### src/rtl/detector_jogada_chaves.sv
`default_nettype none
// ============================================================================
// Module  : detector_jogada_chaves
// Purpose : Debounces raw player switches into a registered one-hot jogada
//           plus one-cycle tem_jogada / jogada_invalida strobes.
// Revision: 1.0 - initial release
// ============================================================================
module detector_jogada_chaves #(
  parameter int DEBOUNCE_CICLOS = 5
) (
  input  logic       clock,
  input  logic       reset,
  input  logic       habilita,
  input  logic [3:0] chaves,
  output logic [3:0] jogada,
  output logic       tem_jogada,
  output logic       jogada_invalida,
  output logic [2:0] db_estado
);

  localparam int             CW       = $clog2(DEBOUNCE_CICLOS + 1);
  localparam logic [CW-1:0]  C_ULTIMO = CW'(DEBOUNCE_CICLOS - 1);
  localparam logic [CW-1:0]  C_UM     = CW'(1);

  localparam logic [2:0] OCIOSO         = 3'd0;
  localparam logic [2:0] ESTABILIZANDO  = 3'd1;
  localparam logic [2:0] REGISTRA       = 3'd2;
  localparam logic [2:0] INVALIDA       = 3'd3;
  localparam logic [2:0] AGUARDA_SOLTAR = 3'd4;

  logic [2:0]    estado;
  logic [3:0]    amostra;
  logic [CW-1:0] contador;
  logic          um_quente;

  assign um_quente = (amostra != 4'b0000) && ((amostra & (amostra - 4'd1)) == 4'b0000);

  always_ff @(posedge clock) begin
    if (reset) begin
      estado   <= OCIOSO;
      jogada   <= 4'b0000;
      amostra  <= 4'b0000;
      contador <= '0;
    end else if (!habilita) begin
      estado   <= OCIOSO;
      contador <= '0;
    end else begin
      case (estado)
        OCIOSO: begin
          if (chaves != 4'b0000) begin
            estado   <= ESTABILIZANDO;
            amostra  <= chaves;
            contador <= C_UM;
          end
        end
        ESTABILIZANDO: begin
          if (chaves == 4'b0000) begin
            estado   <= OCIOSO;
            contador <= '0;
          end else if (chaves != amostra) begin
            // Pattern changed mid-settle: restart the debounce on the new one
            amostra  <= chaves;
            contador <= C_UM;
          end else if (contador == C_ULTIMO) begin
            contador <= '0;
            if (um_quente) begin
              estado <= REGISTRA;
              jogada <= amostra;
            end else begin
              estado <= INVALIDA;
            end
          end else begin
            contador <= contador + C_UM;
          end
        end
        REGISTRA, INVALIDA: begin
          estado   <= AGUARDA_SOLTAR;
          contador <= '0;
        end
        AGUARDA_SOLTAR: begin
          // Counts consecutive all-released samples; any press restarts it
          if (chaves != 4'b0000) begin
            contador <= '0;
          end else if (contador == C_ULTIMO) begin
            estado   <= OCIOSO;
            contador <= '0;
          end else begin
            contador <= contador + C_UM;
          end
        end
        default: begin
          estado   <= OCIOSO;
          contador <= '0;
        end
      endcase
    end
  end

  assign tem_jogada      = (estado == REGISTRA);
  assign jogada_invalida = (estado == INVALIDA);
  assign db_estado       = estado;

endmodule
`default_nettype wire
### config.mk
export PLATFORM = sky130hd
export DESIGN_NAME = detector_jogada_chaves
export DESIGN_NICKNAME = d
export VERILOG_FILES = /design/src/rtl/detector_jogada_chaves.sv
export SDC_FILE = /design/constraint.sdc
export NUM_CORES = 1
export LEC_CHECK = 0
export BUFFER_PORTS_ARGS = -buffer_cell sky130_fd_sc_hd__buf_2
export CAP_MARGIN = 20
export CORE_MARGIN = 4
export CORE_UTILIZATION = 53
export CTS_BUF_LIST = sky130_fd_sc_hd__clkbuf_16
export CTS_CLUSTER_SIZE = 30
export DETAILED_ROUTE_END_ITERATION = 8
export GPL_ROUTABILITY_DRIVEN = 0
export PLACE_DENSITY = 0.83
export SYNTH_ARGS = -nofsm -noshare
export SYNTH_HDL_FRONTEND = slang
export SYNTH_SLANG_ARGS = --single-unit
### constraint.sdc
create_clock -name clock -period 1.9 [get_ports clock]
set_input_delay 0.38 -clock clock [delete_from_list [all_inputs] [get_ports clock]]
set_output_delay 0.38 -clock clock [all_outputs]
set_load 0.05 [all_outputs]
==> results of run 1 <==
[layout make-up]
type                    instances  area share, %
multi-input cells              72          53.56
flip-flops and latches         14          27.97
clock buffers                   3          7.491
repair buffers                 15          7.491
well taps                      16          1.998
inverters                       3          1.124
clock inverters                 1         0.3745
[layer usage]
metal	up-vias	part of all wire, %
met3	7	6.7
li1	354	-
met5	-	0
met2	22	46
met1	312	44
met4	0	2.8
[cell usage after synthesis (2+ instances only)]
master    number
nand3b_1       2
nor3_1         2
xor2_1         5
nand2b_1      16
dfxtp_1       14
inv_1          3
a21oi_1        3
nor2_1         9
o21ai_0        3
nor4b_1        2
mux2i_1       10
ha_1           2
nand2_1        5
[worst paths after layout]
| kind | from | to | slack, ns | depth (start not counted) |
|---|---|---|---|---|
| max | db_estado[0] | jogada_invalida | 0.21 | 3 |
| max reg2reg | db_estado[0] | jogada[2] | 0.27 | 4 |
| min reg2reg | jogada[0] | jogada[0] | 0.47 | 2 |
| min | habilita | db_estado[2] | 0.39 | 3 |
[logic make-up (layout without fill, tap and decap cells)]
group / after synthesis / after routing / synth area share, %
AOI/OAI and AO/OA: 12 / 12 / 10.62
xor gates and xnor gates: 5 / 5 / 5.162
adders and majority gates: 2 / 2 / 2.949
buffers and inverters: 7 / 22 / 4.276
DFF: 14 / 14 / 33.04
muxes: 10 / 10 / 11.80
and+or+nand+nor: 43 / 43 / 32.15
[power breakdown]
group          switching [uW]  total, uW  internal [uW]
sequential               12.6        316            303
combinational            45.9       83.6           37.7
clock                     116        394            278
[state kept, by name (all words and copies together), names as in the netlist]
name and count:
jogada 4, db_estado 3, amostra 4, contador 3
[worst reg2reg max path: stages, from the launching register on]
cell and delay, ns:
dfxtp_1 0.51, inv_1 0.16, nor3b_1 0.39, nand4b_2 0.26, mux2i_1 0.18
[metrics by stage]
step | util [%] | cells
after floorplan | - | 93
after global placement | 61.30 | 120
after detailed placement | 61.30 | 120
after CTS | 66.53 | 124
after global routing | 66.53 | 124
final | 66.53 | 124
==> results.yml, run 1 <==
run_status:
  status: "completed"
power_and_ir_drop:
  power_uw: 793.3
  ir_worst_vdd_v: 0.0005780
  p_per_area_nw_per_um2: 791.6
  p_leak_uw: 0.0004607
timing:
  setup_tns_ns: 0
  slew_headroom_pct: 64.43
  setup_ws_ns: 0.2097
  drv_slew: 0
  finalHoldViolations: 0
  final-setup-viol-count: 0
  skew_ns: 0.0008374
  hold_slack_ns: 0.3886
  min_period_over_period_pct: 88.96
  max_freq_mhz: 591.6
  min_period_ns: 1.690
  worst_slew_pin_slew_ns: 0.5336
  rsz0062_at_grt: "false"
layout:
  stdcell_area_sq_um: 1002
  nNetsFinal: 118
  multi_input_area_sq_um: 536.8
  mostFrequentLayoutCells: "16 x nand2b_1, 15 x buf_2, 14 x dfxtp_1"
  fill_cells: 137
  antenna_cells: 0
  final_common_cell: "nand2b_1"
  drive_gt1_share_pct: 23.15
  syn_to_final_growth_pct: 18.14
  seq_area_sq_um: 280.3
die:
  core_sq_um: 1506
  rows: 14
  die_h_um: 48.01
  floorplan.initialDensity_pct: 56.31
  die-area_sq_um: 2304
  die_w_um: 48.01
  pin_count: 16
logic_synthesis:
  ys.flop_type: "dfxtp_1"
  yosys.area.top_type: "dfxtp_1"
  yosys_warnings: 0
  syn-num-nets: 102
  synth-edff-count: 0
  yosysSeqAreaShare_pct: 33.04
  async_flop_share_pct: 0
  synth_cells: 93
  synth_area_sq_um: 848.3
  netlist.area_leader.share_pct: 33.04
  ys_seq_elements: 14
  synth_cell_types: 30
  avgSynthCellArea_sq_um: 9.122
  synth.area.top_cells: "dfxtp_1 33%, mux2i_1 12%, nand2b_1 12%"
clocking:
  numClockSinks: 14
  htreeDepth: 1
  clock_latency_ns: 0.24
  clkTransAtPathRegs_ns: 0.04
  cts_tree: "yes"
  root_buffer: "clkbuf_16"
  cts_resized: 0
  cts_setup_buffers: 0
  cts_buffers: 3
  cts_hold_buf: 0
  clock_path_buffers: 2
worst_setup_path:
  startpoint_type: "register"
  cpMaxStageDelayCell: "dfxtp_1"
  path_delay_family: "flip-flops"
  path_cells: "inv_1 -> nor2_2 -> buf_2"
  worst-path-max-fanout: 9
  required_ns: 1.52
  critical_path_class: "reg2out"
  arrival_ns: 1.31
  end_kind: "output pin"
  max_stage_delay_ns: 0.51
  cp.buffers_inverters: 2
grt:
  antenna_found_initial: 0
  grt-ovfl-total: 0
  grt-busiest-layer: "met2"
  first_global_vias: 637
  grt.total_usage_pct: 17.28
  use_met2_pct: 25.86
  grtUsageMet1_pct: 20.70
  grt_max_degree: 16
  grt_pass1_wl_mm: 2.725
  globalRouteMet3Util_pct: 4.887
drt:
  viasPerCell: 5.605
  first_pass_iters: 4
  antenna_left: 0
  drc: 0
  finalWirelength_mm: 1.651
  num_vias: 695
  wl_per_cell_um: 13.31
  dr.first_iter.drc_count: 21
place:
  portBuffers: 15
  place_ws_ns: 0.1221
  place_area_sq_um: 923.4
  dp_hpwl_mm: 1.258
flow_run:
  cap_violations: 0
hold_path:
  hp-class: "in2reg"
(Power assumes the default switching activity.)
==> run 2, diff against run 1 <==
--- a/config.mk
+++ b/config.mk
@@ -8,12 +8,13 @@
 export BUFFER_PORTS_ARGS = -buffer_cell sky130_fd_sc_hd__buf_2
 export CAP_MARGIN = 20
 export CORE_MARGIN = 4
-export CORE_UTILIZATION = 53
+export CORE_UTILIZATION = 50
 export CTS_BUF_LIST = sky130_fd_sc_hd__clkbuf_16
 export CTS_CLUSTER_SIZE = 30
 export DETAILED_ROUTE_END_ITERATION = 8
 export GPL_ROUTABILITY_DRIVEN = 0
-export PLACE_DENSITY = 0.83
+export PLACE_DENSITY = 0.79
+export SKIP_CTS_REPAIR_TIMING = 1
 export SYNTH_ARGS = -nofsm -noshare
 export SYNTH_HDL_FRONTEND = slang
 export SYNTH_SLANG_ARGS = --single-unit
==> run 2 against run 1 <==
Worst hold slack gained 0.018 ns; setup slack gained 0.035 ns; via count grew 0.86%; sequential share of layout area is the same; critical path depth is the same; clock power is essentially flat; die area grew 5.0%; sequential cell count is the same; cell count is the same; wire length grew 7.1%; register-to-register slack is essentially flat.
==> results.yml, run 2 (synthesis gave the netlist of run 1 again) <==
timing:
  worst_slew_pin_slew_ns: 0.5351
  slew_headroom_pct: 64.33
  min_period_over_period_pct: 87.11
  max_freq_mhz: 604.2
  drv_slew: 0
  skew_ns: 0.002635
  finalHoldViolations: 0
  final-setup-viol-count: 0
  rsz0062_at_grt: "false"
  min_period_ns: 1.655
  setup_tns_ns: 0
die:
  floorplan.initialDensity_pct: 54.41
  core_sq_um: 1559
  die_h_um: 49.19
  rows: 14
  die_w_um: 49.19
  pin_count: 16
  die-area_sq_um: 2420
hold_path:
  hp-class: "in2reg"
  hold_depth: 3
drt:
  drt-met1-wl_um: 804
  routed-wl-met2_um: 833
  viasPerCell: 5.653
  num_vias: 701
  dr_wl_met3_um: 87
  drc: 0
  top_layer: "met4"
  first_pass_iters: 4
  dr.first_iter.drc_count: 20
  wl_per_cell_um: 14.26
  finalWirelength_mm: 1.768
  antenna_left: 0
place:
  place_area_sq_um: 923.4
  portBuffers: 15
  dp_hpwl_mm: 1.358
  placed_cells: 120
grt:
  grt-ovfl-total: 0
  grt_pass1_wl_mm: 3.139
  antenna_found_initial: 0
  grt_max_degree: 16
  first_global_vias: 691
  grt.total_usage_pct: 16.57
clocking:
  numClockSinks: 14
  clock_latency_ns: 0.24
  clkTransAtPathRegs_ns: 0.04
  clock_path_buffers: 2
  cts_buffers: 3
  htreeDepth: 1
  cts_tree: "yes"
  root_buffer: "clkbuf_16"
layout:
  fin_cells: 124
  antenna_cells: 0
  syn_to_final_growth_pct: 18.14
  drive_gt1_share_pct: 23.15
  nNetsFinal: 118
  mostFrequentLayoutCells: "16 x nand2b_1, 15 x buf_2, 14 x dfxtp_1"
  stdcell_area_sq_um: 1002
  final_util_pct: 64.29
  reg_top3: "amostra (4), jogada (4)"
  final_common_cell: "nand2b_1"
power_and_ir_drop:
  p_leak_uw: 0.0004607
  ir_worst_vdd_v: 0.0005177
  p_per_area_nw_per_um2: 794.2
  power_uw: 796.0
run_status:
  status: "completed"
worst_setup_path:
  cpMaxStageDelayCell: "dfxtp_1"
  end_kind: "output pin"
  arrival_ns: 1.28
  worst-path-max-fanout: 9
  path_cells: "inv_1 -> nor2_2 -> buf_2"
  startpoint_type: "register"
  critical_path_class: "reg2out"
  required_ns: 1.52
  reg2reg_depth: 4
  max_stage_delay_ns: 0.49
flow_run:
  cap_violations: 0
==> run 2: area by class of cell <==
type                    instances  area [sq um]
flip-flops and latches         14         280.3
fillers                       133         556.8
clock buffers                   3         75.07
repair buffers                 15         75.07
well taps                      16         20.02
clock inverters                 1         3.754
multi-input cells              72         536.8
inverters                       3         11.26
==> run 2: stage by stage <==
step                hold slack (ns)  setup WS [ns]
global placement             0.4638         0.1819
floorplan                    0.4921         0.1038
finish                       0.4063         0.2450
detailed placement           0.4724         0.1332
global route                 0.4520        0.08915
CTS                          0.4086         0.2340
==> run 2: path summary, 6_finish.rpt <==
path	endpoint	from	slack, ns
worst max-delay path	jogada_invalida	db_estado[0]	0.24
worst min-delay path	db_estado[2]	habilita	0.41
worst max register to register	jogada[1]	db_estado[0]	0.27
worst min register to register	jogada[0]	jogada[0]	0.48
==> run 2: critical path, delay by kind of cell (launching register included) <==
family	cells	cell delay, ns
flops	1	0.49
buf+inv	2	0.42
simple gates	1	0.12
==> run 2: report_power, final <==
part	switching [uW]	total [uW]	leakage [uW]	internal (uW)
Sequential	12.6	316	0.000114	303
Clock	118	395	0.0000385	278
Combinational	47.2	84.9	0.000308	37.7
==> run 2: layer usage <==
layer  vias up  track usage, %
li1        354               -
met1       321           19.59
met2        20           28.13
met3         6           3.364
met4         0           8.057
met5         -               0
==> run 3, diff against run 2 <==
==> constraint.sdc (replaced) <==
create_clock -name clock -period 1.9 [get_ports clock]
set_input_delay 0.095 -clock clock [delete_from_list [all_inputs] [get_ports clock]]
set_output_delay 0.095 -clock clock [all_outputs]
set_load 0.05 [all_outputs]
==> run 3 against run 2 <==
Fmax up 1.9%; die area unchanged; critical path depth grew 1; global-route usage fell by 0.33 points; clock skew down 0.0015 ns; largest power group unchanged.
==> results.yml, run 3 (synthesis gave the netlist of run 1 again) <==
place:
  portBuffers: 15
  dp_hpwl_mm: 1.340
drt:
  viasPerCell: 5.669
  num_vias: 703
  first_pass_iters: 4
  drc: 0
  antenna_left: 0
  finalWirelength_mm: 1.768
  dr.first_iter.drc_count: 18
  wl_per_cell_um: 14.26
timing:
  slew_headroom_pct: 65.79
  skew_ns: 0.001105
  max_freq_mhz: 615.7
  final-setup-viol-count: 0
  worst_slew_pin_slew_ns: 0.5131
  drv_slew: 0
  setup_tns_ns: 0
  finalHoldViolations: 0
  min_period_over_period_pct: 85.49
  rsz0062_at_grt: "false"
  min_period_ns: 1.624
worst_setup_path:
  r2r_setup_slack_ns: 0.28
  end_kind: "register"
  startpoint_type: "register"
  reg2reg_depth: 4
  critical_path_class: "reg2reg"
  required_ns: 2.06
  r2r-start: "db_estado[0]"
  arrival_ns: 1.79
  worstReg2RegEnd: "jogada[1]"
  worst-path-max-fanout: 9
die:
  core_sq_um: 1559
  die_h_um: 49.19
  die_w_um: 49.19
  floorplan.initialDensity_pct: 54.41
  rows: 14
  pin_count: 16
  die-area_sq_um: 2420
clocking:
  cts_buffers: 3
  clock_path_buffers: 2
  numClockSinks: 14
  cts_tree: "yes"
  root_buffer: "clkbuf_16"
  clkTransAtPathRegs_ns: 0.04
  htreeDepth: 1
  clock_latency_ns: 0.24
grt:
  grt-ovfl-total: 0
  first_global_vias: 679
  antenna_found_initial: 0
  grt_max_degree: 16
  grt_pass1_wl_mm: 2.987
  grt.total_usage_pct: 16.24
hold_path:
  hp-class: "in2reg"
  worstHoldEndpoint: "db_estado[2]"
  hold_depth: 3
  hp-start: "habilita"
flow_run:
  cap_violations: 0
layout:
  final_util_pct: 63.96
  syn_to_final_growth_pct: 17.55
  fill_cells: 137
  nNetsFinal: 118
  final_common_cell: "nand2b_1"
  reg_top3: "amostra (4), jogada (4)"
  mostFrequentLayoutCells: "16 x nand2b_1, 15 x buf_2, 14 x dfxtp_1"
  drive_gt1_share_pct: 21.30
  antenna_cells: 0
power_and_ir_drop:
  ir_worst_vdd_v: 0.0008070
  power_uw: 797.0
  p_per_area_nw_per_um2: 799.2
  p_leak_uw: 0.0004614
run_status:
  status: "completed"
==> run 3: power breakdown <==
| part | switching, uW | internal (uW) | leakage [uW] |
|---|---|---|---|
| clock network | 119 | 278 | 0.0000385 |
| registers | 12.8 | 303 | 0.000114 |
| logic | 46.9 | 37.8 | 0.000309 |
| total | 178 | 619 | 0.000461 |
==> run 3: worst max path at each step <==
stage / from / endpoint / depth (start not counted)
after floorplan: db_estado[0] / jogada[0] / 5
after global placement: amostra[1] / amostra[1] / 4
after detailed placement: db_estado[0] / jogada[1] / 4
after CTS: db_estado[0] / jogada[1] / 4
after global routing: db_estado[0] / jogada[1] / 4
final: db_estado[0] / jogada[1] / 4
==> run 3: stage by stage <==
step	setup WS, ns	std cells	area [sq um]	hold WS, ns
5_1_grt	0.06293	124	997.2	0.1210
3_5_place_dp	0.3016	120	918.4	0.3507
6_report	0.2758	124	997.2	0.09760
3_3_place_gp	0.3647	120	918.4	0.3538
2_1_floorplan	0.1270	93	848.3	0.2249
4_1_cts	0.2789	124	997.2	0.09688
==> run 3: cell type report <==
class	count	area (sq um)	area share, %
multi-input cells	72	531.8	53.32
flip-flops and latches	14	280.3	28.11
clock buffers	3	75.07	7.528
repair buffers	15	75.07	7.528
well taps	16	20.02	2.008
inverters	3	11.26	1.129
clock inverters	1	3.754	0.3764
==> run 3: metal layers <==
| metal | global-route usage (%) | part of all wire (%) | vias to the layer above |
|---|---|---|---|
| li1 | - | - | 351 |
| met1 | 16.97 | 40 | 316 |
| met2 | 28.57 | 50 | 30 |
| met3 | 6.116 | 7.4 | 6 |
| met4 | 7.109 | 2.7 | 0 |
| met5 | 0 | 0 | - |
==> run 3: worst max-delay path: stages (launching register included) <==
cell,delay [ns]
dfxtp_1,0.49
inv_1,0.15
nor3b_1,0.40
nand4b_2,0.27
mux2i_1,0.24
